### config.mk
export PLATFORM = sky130hd
export DESIGN_NAME = ir_seq
export DESIGN_NICKNAME = d
export VERILOG_FILES = /design/src/rtl/ir_seq.sv
export SDC_FILE = /design/constraint.sdc
export NUM_CORES = 1
export LEC_CHECK = 0
export ABC_AREA = 1
export CAP_MARGIN = 10
export CORE_AREA = 2 2 70 72
export CTS_CLUSTER_DIAMETER = 40
export DETAILED_ROUTE_END_ITERATION = 12
export DIE_AREA = 0 0 72 74
export PLACE_DENSITY = 0.64
export SYNTH_ARGS = -nofsm -noshare
export SYNTH_HDL_FRONTEND = slang
export SYNTH_SLANG_ARGS = --single-unit
### constraint.sdc
create_clock -name clk -period 1.9 [get_ports clk]
set_input_delay 0.38 -clock clk [delete_from_list [all_inputs] [get_ports clk]]
set_output_delay 0.38 -clock clk [all_outputs]
set_load 0.02 [all_outputs]
### src/rtl/ir_seq.sv
// Instruction-register sequencer: fetch, load, decode, immediate drive and
// execute hand-off, with fetch timeout, illegal-immediate fault and retire count.
module ir_seq #(
  parameter int TIMEOUT = 16,
  parameter int CNT_W   = 16
) (
  input  logic             clk,
  input  logic             rst_n,
  input  logic             start,
  input  logic             halt,
  output logic             mem_rd,
  input  logic             mem_ack,
  output logic             ir_ld,
  output logic             pc_inc,
  input  logic [1:0]       imm_sel,
  input  logic             imm_port,
  output logic             oe_a_8,
  output logic             oe_a_16,
  output logic             oe_b_8,
  output logic             oe_b_16,
  output logic             exec_start,
  input  logic             exec_done,
  input  logic             fault_clr,
  output logic             busy,
  output logic             fault,
  output logic [CNT_W-1:0] retired
);

  localparam int WAIT_W = (TIMEOUT > 2) ? $clog2(TIMEOUT) : 1;
  localparam logic [WAIT_W-1:0] WAIT_LAST = WAIT_W'((TIMEOUT > 0) ? TIMEOUT - 1 : 0);
  localparam bit TO_EN = (TIMEOUT > 0);

  // EXEC is split so exec_start stays a pure decode of the first EXEC cycle.
  typedef enum logic [2:0] {
    S_IDLE   = 3'd0,
    S_FETCH  = 3'd1,
    S_LOAD   = 3'd2,
    S_DECODE = 3'd3,
    S_IMM    = 3'd4,
    S_EXEC1  = 3'd5,
    S_EXECW  = 3'd6,
    S_FAULT  = 3'd7
  } state_t;

  state_t             state_q, state_d;
  logic [WAIT_W-1:0]  wait_q, wait_d;
  logic [CNT_W-1:0]   retired_q, retired_d;
  logic mem_rd_q, mem_rd_d, ir_ld_q, ir_ld_d, pc_inc_q, pc_inc_d;
  logic oe_a_8_q, oe_a_8_d, oe_a_16_q, oe_a_16_d, oe_b_8_q, oe_b_8_d, oe_b_16_q, oe_b_16_d;
  logic exec_start_q, exec_start_d, busy_q, busy_d, fault_q, fault_d;

  // Next state, wait counter and retire counter.
  always_comb begin
    state_d   = state_q;
    wait_d    = {WAIT_W{1'b0}};
    retired_d = retired_q;
    case (state_q)
      S_IDLE: begin
        if (start && !halt) state_d = S_FETCH;
        else                state_d = S_IDLE;
      end
      S_FETCH: begin
        if (mem_ack)                          state_d = S_LOAD;
        else if (TO_EN && wait_q == WAIT_LAST) state_d = S_FAULT;
        else                                  wait_d  = wait_q + WAIT_W'(1);
      end
      S_LOAD:   state_d = S_DECODE;
      S_DECODE: begin
        case (imm_sel)
          2'd0:       state_d = S_EXEC1;
          2'd1, 2'd2: state_d = S_IMM;
          default:    state_d = S_FAULT;
        endcase
      end
      S_IMM:    state_d = S_EXEC1;
      S_EXEC1, S_EXECW: begin
        if (exec_done) begin
          retired_d = retired_q + CNT_W'(1);
          state_d   = halt ? S_IDLE : S_FETCH;
        end else begin
          state_d   = S_EXECW;
        end
      end
      S_FAULT: begin
        if (fault_clr) state_d = S_IDLE;
        else           state_d = S_FAULT;
      end
      default: state_d = S_IDLE;
    endcase
  end

  // Output flops hold the decode of the state being entered; imm_sel/port are
  // only meaningful here on the DECODE->IMM transition.
  always_comb begin
    mem_rd_d     = (state_d == S_FETCH);
    ir_ld_d      = (state_d == S_LOAD);
    pc_inc_d     = (state_d == S_LOAD);
    exec_start_d = (state_d == S_EXEC1);
    busy_d       = (state_d != S_IDLE) && (state_d != S_FAULT);
    fault_d      = (state_d == S_FAULT);
    oe_a_8_d     = (state_d == S_IMM) && (imm_sel == 2'd1) && !imm_port;
    oe_b_8_d     = (state_d == S_IMM) && (imm_sel == 2'd1) &&  imm_port;
    oe_a_16_d    = (state_d == S_IMM) && (imm_sel == 2'd2) && !imm_port;
    oe_b_16_d    = (state_d == S_IMM) && (imm_sel == 2'd2) &&  imm_port;
  end

  // State and registered outputs.
  always_ff @(posedge clk or negedge rst_n) begin
    if (!rst_n) begin
      state_q      <= S_IDLE;
      wait_q       <= {WAIT_W{1'b0}};
      retired_q    <= {CNT_W{1'b0}};
      mem_rd_q     <= 1'b0;
      ir_ld_q      <= 1'b0;
      pc_inc_q     <= 1'b0;
      oe_a_8_q     <= 1'b0;
      oe_a_16_q    <= 1'b0;
      oe_b_8_q     <= 1'b0;
      oe_b_16_q    <= 1'b0;
      exec_start_q <= 1'b0;
      busy_q       <= 1'b0;
      fault_q      <= 1'b0;
    end else begin
      state_q      <= state_d;
      wait_q       <= wait_d;
      retired_q    <= retired_d;
      mem_rd_q     <= mem_rd_d;
      ir_ld_q      <= ir_ld_d;
      pc_inc_q     <= pc_inc_d;
      oe_a_8_q     <= oe_a_8_d;
      oe_a_16_q    <= oe_a_16_d;
      oe_b_8_q     <= oe_b_8_d;
      oe_b_16_q    <= oe_b_16_d;
      exec_start_q <= exec_start_d;
      busy_q       <= busy_d;
      fault_q      <= fault_d;
    end
  end

  assign mem_rd     = mem_rd_q;
  assign ir_ld      = ir_ld_q;
  assign pc_inc     = pc_inc_q;
  assign oe_a_8     = oe_a_8_q;
  assign oe_a_16    = oe_a_16_q;
  assign oe_b_8     = oe_b_8_q;
  assign oe_b_16    = oe_b_16_q;
  assign exec_start = exec_start_q;
  assign busy       = busy_q;
  assign fault      = fault_q;
  assign retired    = retired_q;

endmodule
== After elaboration in Yosys (flattened, before gate mapping) ==
Cells that the tools add are included.
W data, S select, Z words.

* Output and inout port bits: 26
* Bits in read-only memories: 0
* Memory bits (writable): 0
* Input port bits: 10
* Bits in registers: 32
* Memories kept: 0
* Logic and storage cells: 57
* Bits in latches: 0

* $lt $le $gt $ge: 0
* $mul: 0
* Shift-type cells: 0
* Add/sub/neg operators: 2
* Multiplexer cells: 11
* Equal/unequal tests: 16
* Reductions and logical operators: 16
* Bitwise logic cells: 0
* Divide/modulo/power cells: 0

{| class="wikitable"
|+ Operator list
! operator !! count
|-
| $eq A3 B3 Y1 const B || 7
|-
| $pmux W3 S7 || 1
|-
| $add A16 B1 Y16 const B || 1
|-
| $mux W3 || 4
|-
| $mux W4 || 3
|-
| $eq A3 B2 Y1 const B || 3
|-
| $logic_and A1 B1 Y1 || 8
|-
| $eq A3 B1 Y1 const B || 2
|-
| $add A4 B1 Y4 const B || 1
|-
| $eq A4 B4 Y1 const B || 1
|-
| $pmux W2 S2 || 1
|-
| $reduce_or A2 Y1 || 2
|-
| $logic_not A3 Y1 || 1
|-
| $ne A3 B3 Y1 const B || 1
|-
| $reduce_bool A3 Y1 || 1
|-
| $eq A2 B1 Y1 const B || 1
|-
| $eq A2 B2 Y1 const B || 1
|-
| $logic_not A1 Y1 || 2
|-
| $logic_not A2 Y1 || 1
|-
| $mux W1 || 2
|-
| $reduce_and A2 Y1 || 1
|}

== Depth between registers and ports, before layout ==
* Depth in word-level cells: 7
* Gate-level depth with buffers: 11
* Depth with buffers taken out: 11

== Worst setup path before layout ==
OpenSTA, ideal clock, no wires.

* Path kind: reg-to-reg
* Start: reg retired_q[0] (netlist: retired[0])
* End: reg retired_q[12] (netlist: retired[12])
* Path slack: 0.341 ns
* Setup time: 0.065 ns
* Buffers on the path: 0
* Arrival: 1.494 ns
* Cell stages (with the launch flop): 7
* Clock period less this slack: 1.559 ns
* Required time: 1.835 ns
* Cells stage by stage: dfrtp_1 -> ha_1 -> nand3_1 -> nor3_1 -> nand4_2 -> nand3b_1 -> nand2_1

* Word-level cells in the longest chain between the ends: 1

{| class="wikitable"
|+ Ends and longest elaborated chain
! what !! line !! source
|-
| start: declaration || 47 || <nowiki>logic [CNT_W-1:0] retired_q, retired_d;</nowiki>
|-
| start signal: assignment || 112 || <nowiki>retired_q <= {CNT_W{1'b0}};</nowiki>
|-
| start signal: assignment || 126 || <nowiki>retired_q <= retired_d;</nowiki>
|-
| $add A16 B1 Y16 || 78 || <nowiki>retired_d = retired_q + CNT_W'(1);</nowiki>
|}

Every way passes these cells.
A chain may end at the register's enable or synchronous reset.

== Final worst setup path ==
* Start: reg retired_q[6] (netlist: retired[6])
* End: out retired[6]

{| class="wikitable"
|+ RTL lines
! what !! line !! source
|-
| end: declaration || 26 || <nowiki>output logic [CNT_W-1:0] retired</nowiki>
|}

No word-level cell between the ends.

==> impl_metrics.yaml <==
sta:
  max_freq_mhz: 573
  drv_slew: 0
  fin_ws_ns: 0.156
  worst_hold_slack_ns: 0.461
  slew_headroom_pct: 69.9
  finClkSkew_ns: 0.00418
  grt_setup_unrepaired: "false"
  max_slew.worst_pin.slew_ns: 0.447
  period_needed_ns: 1.74
  hold_violations: 0
  fin_crit_sh_pct: 91.8
  setup_viol: 0
final_layout:
  synthToLayoutAreaGrowth_pct: 35.2
  final_common_cell: "clkdlybuf4s50_1"
  mostFrequentLayoutCells: "clkdlybuf4s50_1 (34), dfrtp_1 (32), nand2_1 (27)"
  n_antenna_cell: 0
  nets: 232
  drive_above_1_share_pct: 15.1
synthesis:
  avgSynthCellArea_um2: 9.50
  synth_nets: 185
  yosysSeqAreaShare_pct: 49.6
  yosysWarningCount: 0
  netlist_area_um2: 1620
  synth_cells: 170
  ys_seq_elements: 32
  synth.distinct_cells: 28
power_and_ir_drop:
  p_int_w: 0.00167
  powerDensity_nw_per_um2: 1230
  combPwrFrac_pct: 41.1
  vdd_drop_max_v: 0.000461
  p_seq_share_pct: 34.9
  swShare_pct: 37.6
  p_clk_share_pct: 24.0
  p_leak_nw: 1.12
  p_sw_w: 0.00101
setup_path:
  rr_worst_depth: 6
  endpoint_kind: "output pin"
  rr_endpoint: "retired[12]"
  startpoint_type: "flip-flop"
  rr_startpoint: "retired[0]"
  cpMaxStageDelayCell: "clkdlybuf4s50_1"
  worst-path-max-fanout: 5
  endpoint: "retired[6]"
  crit_family: "buffers and inverters"
  r2r_setup_slack_ns: 0.27
  crit_type: "flip-flop to output pin"
  critical_path_required_ns: 1.52
  path_cells: "clkdlybuf4s50_1"
  arrival_ns: 1.36
  cp_num_cells: 1
  max_stage_delay_ns: 0.64
  path_buf_inv: 1
  critPathLaunch: "retired[6]"
hold_path:
  min_path_type: "flip-flop to flip-flop"
clocking:
  cts_buffers: 5
  clk_latency_ns: 0.29
  cts-root-buf: "clkbuf_8"
  cts_hold_buffers: 0
  clk_pin_slew_ns: 0.07
  cts_buffer_depth: 2
  cts_tree: "done"
  htreeDepth: 2
  cts_sinks: 32
job:
  maxCapViolations: 0
place:
  gp_congestion: 0.802
  dpl.hpwl_um: 2290
  io_buffers: 35
  dpl_worst_slack_ns: -0.163
routing:
  ant_nets: 0
  via_per_inst: 4.52
  drt_iter0_markers: 55
  dr.pass1.iters: 4
  routedWlPerCell_um: 11.5
  drcViolationCount: 0
  dr_total_vias: 1230
  wl_um: 3120
die:
  die_area_um2: 5330
  core_area_um2: 4600
  die_h_um: 74
  io_pins: 36
  start_util_pct: 35.1
  dieWidth_um: 72
  rows: 25
run_status:
  status: "complete, no violations"
global_routing:
  grt_pass1_wl_um: 5020
  grt_start_max_net_pins: 33
  antenna_found_initial: 0
  grt_pass1_vias: 1148
  gr-total-overflow: 0
  grt_use_total_pct: 12.7
state kept, by name, indices dropped and copies added (netlist names):
register / cells
pc_inc: 1
oe_b_8: 1
retired: 16
oe_a_16: 1
fault: 1
state_q: 3
exec_start: 1
busy: 1
oe_a_8: 1
mem_rd: 1
oe_b_16: 1
wait_q: 4
metal layers:
metal / GRT usage [%] / vias to the layer above / share of wire, %
met4: 6.29 / 0 / 2.0
met3: 4.61 / 6 / 5.7
met2: 21.0 / 34 / 49
met5: 0 / - / 0
met1: 14.6 / 558 / 43
li1: - / 632 / -
per-stage QoR:
step / power, W / setup TNS [ns] / instance area (um2) / instances / utilization (%)
after global placement: 0.00199 / -0.607 / 2060 / 263 / 44.8
final: 0.00268 / 0 / 2180 / 272 / 47.5
after floorplan: 0.00162 / 0 / 1620 / 170 / -
after global routing: 0.00287 / 0 / 2180 / 272 / 47.5
after detailed placement: 0.00201 / -0.722 / 2060 / 263 / 44.8
after CTS: 0.00267 / 0 / 2170 / 271 / 47.1
worst reg2reg max path: cells and delay by family, from the launching register on:
family	cells	cell delay [ns]
AOI/OAI and AO/OA	1	0.15
and+or+nand+nor	4	0.77
DFF	1	0.42
adders and majority gates	1	0.19
final cells by class:
class	instances	area [um2]
Multi-Input combinational cell	112	711
Fill cell	447	2410
Timing Repair Buffer	42	405
Clock buffer	6	72.6
Inverter	24	92.6
Clock inverter	2	35.0
Sequential cell	32	801
Tap cell	54	67.6
cell usage after synthesis (all sizes together):
master	number	area share [%]
dfrtp	32	50
nand2	30	7.3
nor2	28	8.3
inv	24	5.7
nand3	12	4.3
xor2	10	5.4
nand4	8	4.3
nor3	6	2.9
xnor2	6	3.7
ha	5	3.9
o21ai	3	1.6
buf	2	1.2
nand3b	2	0.93
a21oi	1	0.54
a31oi	1	0.39
repair_timing:
action | 4_1_cts | 5_1_grt
endpoints found under the setup margin | 0 | 3
buffers inserted | 0 | 1
resized for setup | 0 | 3
cell families (layout without fill, tap and decap cells):
group	count (synthesis)	after routing	share of synthesized area [%]
and+or+nand+nor	86	86	28.0
DFF	32	32	49.6
buffers and inverters	26	74	6.89
xor gates and xnor gates	16	16	9.14
adders and majority gates	5	5	3.87
AOI/OAI and AO/OA	5	5	2.56
power by group through the flow:
stage	combinational (W)	clock, W	sequential [W]
after global placement	0.00105	0	0.000944
final	0.00110	0.000644	0.000936
after global routing	0.00122	0.000691	0.000955
after CTS	0.00106	0.000670	0.000934
after detailed placement	0.00106	0	0.000945
after floorplan	0.000592	0	0.00103
how the worst min path moves through the flow:
stage / end / cells past startpoint / from / slack (ns)
floorplan: busy / 0 / rst_n / 0.08
global route: wait_q[0] / 1 / wait_q[0] / 0.49
CTS: wait_q[0] / 1 / wait_q[0] / 0.46
global placement: wait_q[0] / 1 / wait_q[0] / 0.45
finish: wait_q[0] / 1 / wait_q[0] / 0.46
detailed placement: wait_q[0] / 1 / wait_q[0] / 0.45
Note: power is estimated with default switching activity, not from simulation.
